<file path="src/rtl/disp_share_arb.sv">
// disp_share_arb: decides which of three requesters owns the shared 4-digit
// seven-segment display. Requester 0 is the urgent channel and preempts the
// others. Requesters 1 and 2 share the display round-robin. Each owner keeps
// the display for a minimum dwell, and a blank gap separates two owners.
`timescale 1ns/1ps
module disp_share_arb #(
  parameter int unsigned DWELL_CYCLES = 50_000_000,
  parameter int unsigned GAP_CYCLES   = 2_500_000,
  parameter logic [15:0] IDLE_HEX     = 16'h0000,
  parameter int unsigned CNT_W        = 26
) (
  input  logic        clk,
  input  logic        reset,
  input  logic [2:0]  req,
  input  logic [15:0] data0,
  input  logic [15:0] data1,
  input  logic [15:0] data2,
  input  logic [3:0]  dp0,
  input  logic [3:0]  dp1,
  input  logic [3:0]  dp2,
  output logic [2:0]  grant,
  output logic [3:0]  hex3,
  output logic [3:0]  hex2,
  output logic [3:0]  hex1,
  output logic [3:0]  hex0,
  output logic [3:0]  dp_out,
  output logic        busy
);

  localparam logic [CNT_W-1:0] DWELL_LAST = CNT_W'(DWELL_CYCLES - 1);
  localparam logic [CNT_W-1:0] GAP_LAST   = CNT_W'(GAP_CYCLES - 1);

  typedef enum logic [1:0] {IDLE, OWN, GAP} state_t;

  state_t           state;
  logic [CNT_W-1:0] cnt;
  logic [1:0]       rr_ptr;
  logic [1:0]       owner;

  logic [1:0]       sel;
  logic [2:0]       own_hot;
  logic             dwell_done;
  logic             leave;
  logic [15:0]      own_data;
  logic [3:0]       own_dp;

  // One-hot mask of a requester index.
  function automatic logic [2:0] onehot(input logic [1:0] k);
    case (k)
      2'd0:    onehot = 3'b001;
      2'd1:    onehot = 3'b010;
      2'd2:    onehot = 3'b100;
      default: onehot = 3'b000;
    endcase
  endfunction

  // Urgent requester first, otherwise the first normal requester starting at
  // rr_ptr. Requester 0 is already handled, so only the order of 1 and 2
  // depends on the pointer: pointer 2 scans 2,0,1; pointers 0 and 1 reach 1
  // before 2.
  function automatic logic [1:0] sel_fn(input logic [2:0] r, input logic [1:0] ptr);
    if (r[0])
      sel_fn = 2'd0;
    else if (ptr == 2'd2)
      sel_fn = r[2] ? 2'd2 : 2'd1;
    else
      sel_fn = r[1] ? 2'd1 : 2'd2;
  endfunction

  // Pointer moves past the owner that just left.
  function automatic logic [1:0] next_ptr(input logic [1:0] k);
    next_ptr = (k == 2'd2) ? 2'd0 : k + 2'd1;
  endfunction

  assign sel        = sel_fn(req, rr_ptr);
  assign dwell_done = (cnt == DWELL_LAST);
  assign busy       = (state != IDLE);

  // Route the current owner's digits and decimal points toward the display.
  always_comb begin
    own_data = data0;
    own_dp   = dp0;
    case (owner)
      2'd1: begin
        own_data = data1;
        own_dp   = dp1;
      end
      2'd2: begin
        own_data = data2;
        own_dp   = dp2;
      end
      default: ;
    endcase
  end

  // The owner gives up the display on release, on a satisfied dwell with a
  // competitor waiting, or on urgent preemption (never applies to requester 0).
  always_comb begin
    own_hot = onehot(owner);
    leave   = 1'b0;
    if (state == OWN)
      leave = ((req & own_hot) == 3'b000) ||
              (dwell_done && ((req & ~own_hot) != 3'b000)) ||
              ((owner != 2'd0) && req[0]);
  end

  // Ownership FSM with registered grant and display outputs; the display is
  // blank except while an owner stays in OWN, so the first OWN cycle and every
  // GAP cycle show IDLE_HEX with all decimal points off.
  always_ff @(posedge clk or posedge reset) begin
    if (reset) begin
      state                  <= IDLE;
      grant                  <= 3'b000;
      {hex3, hex2, hex1, hex0} <= IDLE_HEX;
      dp_out                 <= 4'b1111;
      cnt                    <= '0;
      rr_ptr                 <= 2'd1;
      owner                  <= 2'd0;
    end else begin
      {hex3, hex2, hex1, hex0} <= IDLE_HEX;
      dp_out                 <= 4'b1111;
      case (state)
        IDLE: begin
          if (req != 3'b000) begin
            owner <= sel;
            grant <= onehot(sel);
            cnt   <= '0;
            state <= OWN;
          end
        end
        OWN: begin
          if (leave) begin
            state  <= GAP;
            grant  <= 3'b000;
            cnt    <= '0;
            rr_ptr <= next_ptr(owner);
          end else begin
            {hex3, hex2, hex1, hex0} <= own_data;
            dp_out <= own_dp;
            if (!dwell_done)
              cnt <= cnt + 1'b1;
          end
        end
        GAP: begin
          if (cnt == GAP_LAST) begin
            cnt <= '0;
            if (req != 3'b000) begin
              owner <= sel;
              grant <= onehot(sel);
              state <= OWN;
            end else begin
              state <= IDLE;
            end
          end else begin
            cnt <= cnt + 1'b1;
          end
        end
        default: begin
          state <= IDLE;
          grant <= 3'b000;
          cnt   <= '0;
        end
      endcase
    end
  end

endmodule

</file>
<file path="config.mk">
export PLATFORM = sky130hd
export DESIGN_NAME = disp_share_arb
export DESIGN_NICKNAME = d
export VERILOG_FILES = /design/src/rtl/disp_share_arb.sv
export SDC_FILE = /design/constraint.sdc
export NUM_CORES = 1
export LEC_CHECK = 0
export BUFFER_PORTS_ARGS = -buffer_cell sky130_fd_sc_hd__buf_2
export CORE_MARGIN = 10
export CORE_UTILIZATION = 49
export CTS_BUF_LIST = sky130_fd_sc_hd__clkbuf_4 sky130_fd_sc_hd__clkbuf_8
export DETAILED_ROUTE_END_ITERATION = 8
export PLACE_DENSITY_LB_ADDON = 0.25
export SLEW_MARGIN = 40
export SYNTH_ARGS = -nofsm -noshare
export SYNTH_HDL_FRONTEND = slang
export SYNTH_SLANG_ARGS = --single-unit
</file>
<file path="constraint.sdc">
create_clock -name clk -period 2.7 [get_ports clk]
set_input_delay 0.135 -clock clk [delete_from_list [all_inputs] [get_ports clk]]
set_output_delay 0.135 -clock clk [all_outputs]
set_load 0.02 [all_outputs]
</file>
==> impl_metrics.tcl <==
set metrics [dict create \
    status "finished, final reports clean" \
    start_kind "flip-flop" \
    diodes 0 \
    grt_usage_pct 16.6 \
    antenna_found_initial 0 \
    crit_slowest_cell "or4_4" \
    rsz0062_at_grt "no" \
    vdd_drop_max_uv 523 \
    start_util_pct 50.3 \
    cp_cell_sequence "or4b_1 -> or4_4 -> nor3_1 -> mux2i_1 -> nor2_1 -> mux2_2" \
    nFillCells 527 \
    yosysSeqAreaShare_pct 43.3 \
    final-setup-viol-count 0 \
    finalMaxSlewViolations 0 \
    min_period_ns 2.61 \
    htreeDepth 2 \
    ant_nets 0 \
    synthArstFlopShare_pct 100 \
    period_share_pct 96.6 \
    regArea_mm2 0.00138 \
    postLayoutCoreUtil_pct 61.5 \
    report.final.hold_viol_count 0 \
    final_area_mm2 0.00391 \
    post-cts-setup-buffer-count 0 \
    io_buffers 88 \
    grt_pass1_wl_um 14100 \
    design.portCount 89 \
    rr_startpoint "cnt[12]" \
    crit_path_max_fanout 4 \
    crit_family "simple AND/OR/NAND/NOR gates" \
    avgSynthCellArea_um2 9.28 \
    min_to "dp_out[3]" \
    worstHoldPathType "input pin to flip-flop" \
    gp_congestion 0.874 \
    crit_type "flip-flop to flip-flop" \
    relSlewSlack_pct 51.5 \
    layout_common_cells "88 x buf_2, 50 x dfrtp_1, 37 x nor2_1, 34 x nand2_1, 22 x nand3_1" \
    r2r_slack_ns 0.09 \
    final_common_cell "buf_2" \
    critPathRequiredTime_ns 2.90 \
    drt_pass1_iterations 4 \
    overflow 0 \
    final_net_count 519 \
    cts_buffer_depth 2 \
    cts_sinks 55 \
    drt-total-wl_um 8720 \
    placed_area_mm2 0.00380 \
    core_mm2 0.00635 \
    fin_skew_ns 0.00723 \
    max_cap_violations 0 \
    die_h_um 101 \
    grt_max_degree 41 \
    die_x_um 101 \
    dp_hpwl_um 6640 \
    syn-num-nets 419 \
    min_from "dp0[3]" \
    fin_setup_tns_ns 0 \
    reg2reg_depth 6 \
    drc_errors 0 \
    setup.worst_path.end_class "flip-flop" \
    min_path_cells 3 \
    first_global_vias 2944 \
    max_slew.worst_pin.slew_ns 0.727 \
    ys_ff_latch 55 \
    synth_ff_type "dfrtp_1" \
    multi_input_area_mm2 0.00169 \
    synth_cell_types 50 \
    area_growth_pct 22.4 \
    max_stage_delay_ns 0.57 \
    fmax_mhz 383 \
    cp.arrival_ns 2.81 \
    synth-edff-count 0 \
    power_density_mw_per_mm2 751 \
    vias 3031 \
    fp.dieArea_mm2 0.0101 \
    ys_warn_count 0 \
    placed_cells 513 \
    post_drt_wl_per_cell_um 16.7 \
    viasPerCell 5.81 \
    r2r-end "owner[0]" \
    cts_made_buffers 5 \
    clk_pin_slew_ns 0.10 \
    leakagePower_nw 1.90 \
    drt_iter0_markers 157 \
    rows 29 \
    layout-drive-gt1-share_pct 30.8 \
    cts_tree "built" \
    crit_buf_inv 0 \
    clock_latency_ns 0.31 \
    syn_area_mm2 0.00319 \
    clock-root-buffer "clkbuf_8" \
    final-instance-count-excl-fill 522 \
    syn_inst 344 \
]
[cell usage after synthesis (7+ instances only)]
cell type	count	area share [%]
nor2_1	37	4.4
a211oi_1	16	3.8
nand2_1	34	4.0
a22oi_1	20	4.7
a22o_1	14	3.8
ha_1	10	3.9
inv_1	11	1.3
a21o_1	12	2.8
nand3_1	22	3.4
nand4_1	7	1.4
a21oi_1	9	1.4
dfrtp_1	50	39
o21ai_0	12	1.9
clkbuf_1	8	0.94
[per-stage QoR]
stage / hold slack, ns / power [mW] / setup slack (ns)
2_1_floorplan: 0.275 / 2.15 / 0.191
3_3_place_gp: 0.144 / 2.45 / 0.125
3_5_place_dp: 0.152 / 2.49 / 0.0764
4_1_cts: 0.0455 / 2.94 / 0.0626
5_1_grt: 0.0664 / 3.14 / 0.0132
6_report: 0.0457 / 2.93 / 0.0908
[kinds of logic (layout without fill, tap and decap cells)]
group	after synthesis	after routing	synth area share, %
flip-flops	55	55	43.3
AO/OA/AOI/OAI	100	100	23.7
buffers and inverters	28	129	3.92
adder cells (fa/ha/maj)	10	10	3.92
AND/OR/NAND/NOR	144	144	22.8
multiplexers	7	7	2.35
[tightest hold or removal path, cell delays in order]
cell     delay [ns]
buf_2          0.07
o21ai_0        0.06
nand2_1        0.06
[repair_timing]
item | in CTS | in global routing
setup endpoints to repair | 0 | 2
hold endpoints to repair | 18 | 0
hold buffers | 1 | 0
gates resized for setup | 0 | 2
[power breakdown]
group / leakage, nW / internal [mW] / switching, mW
registers: 0.740 / 0.983 / 0.0639
logic: 1.12 / 0.532 / 0.894
clock network: 0.0446 / 0.192 / 0.269
[worst max-delay path by stage]
| stage | cells past startpoint | slack, ns | endpoint | start |
|---|---|---|---|---|
| floorplan | 8 | 0.19 | cnt[12] | cnt[6] |
| global placement | 6 | 0.13 | owner[0] | cnt[12] |
| detailed placement | 7 | 0.08 | cnt[4] | cnt[12] |
| CTS | 7 | 0.06 | cnt[4] | cnt[12] |
| global route | 6 | 0.01 | owner[0] | cnt[12] |
| finish | 6 | 0.09 | owner[0] | cnt[12] |
[layout make-up]
| class | count | area share (%) |
|---|---|---|
| tap | 77 | 2.47 |
| inverter | 11 | 1.06 |
| clock buffer | 6 | 1.95 |
| timing repair buffer | 110 | 15.7 |
| multi-input combinational | 261 | 43.1 |
| clock inverter | 2 | 0.320 |
| sequential | 55 | 35.4 |
[flip-flops by register name (all words and copies together) (netlist names)]
register	flops
rr_ptr	2
hex3	4
cnt	26
owner	2
dp_out	4
state	2
grant	3
hex0	4
hex1	4
hex2	4
[layer usage]
layer	vias to the layer above	global-route usage, %	share of wire (%)
met5	-	0	0
met4	0	5.76	2.5
met3	23	3.36	5.6
met2	100	28.7	52
met1	1428	19.9	40
li1	1480	-	-
Power figures use the tool's default switching activity.
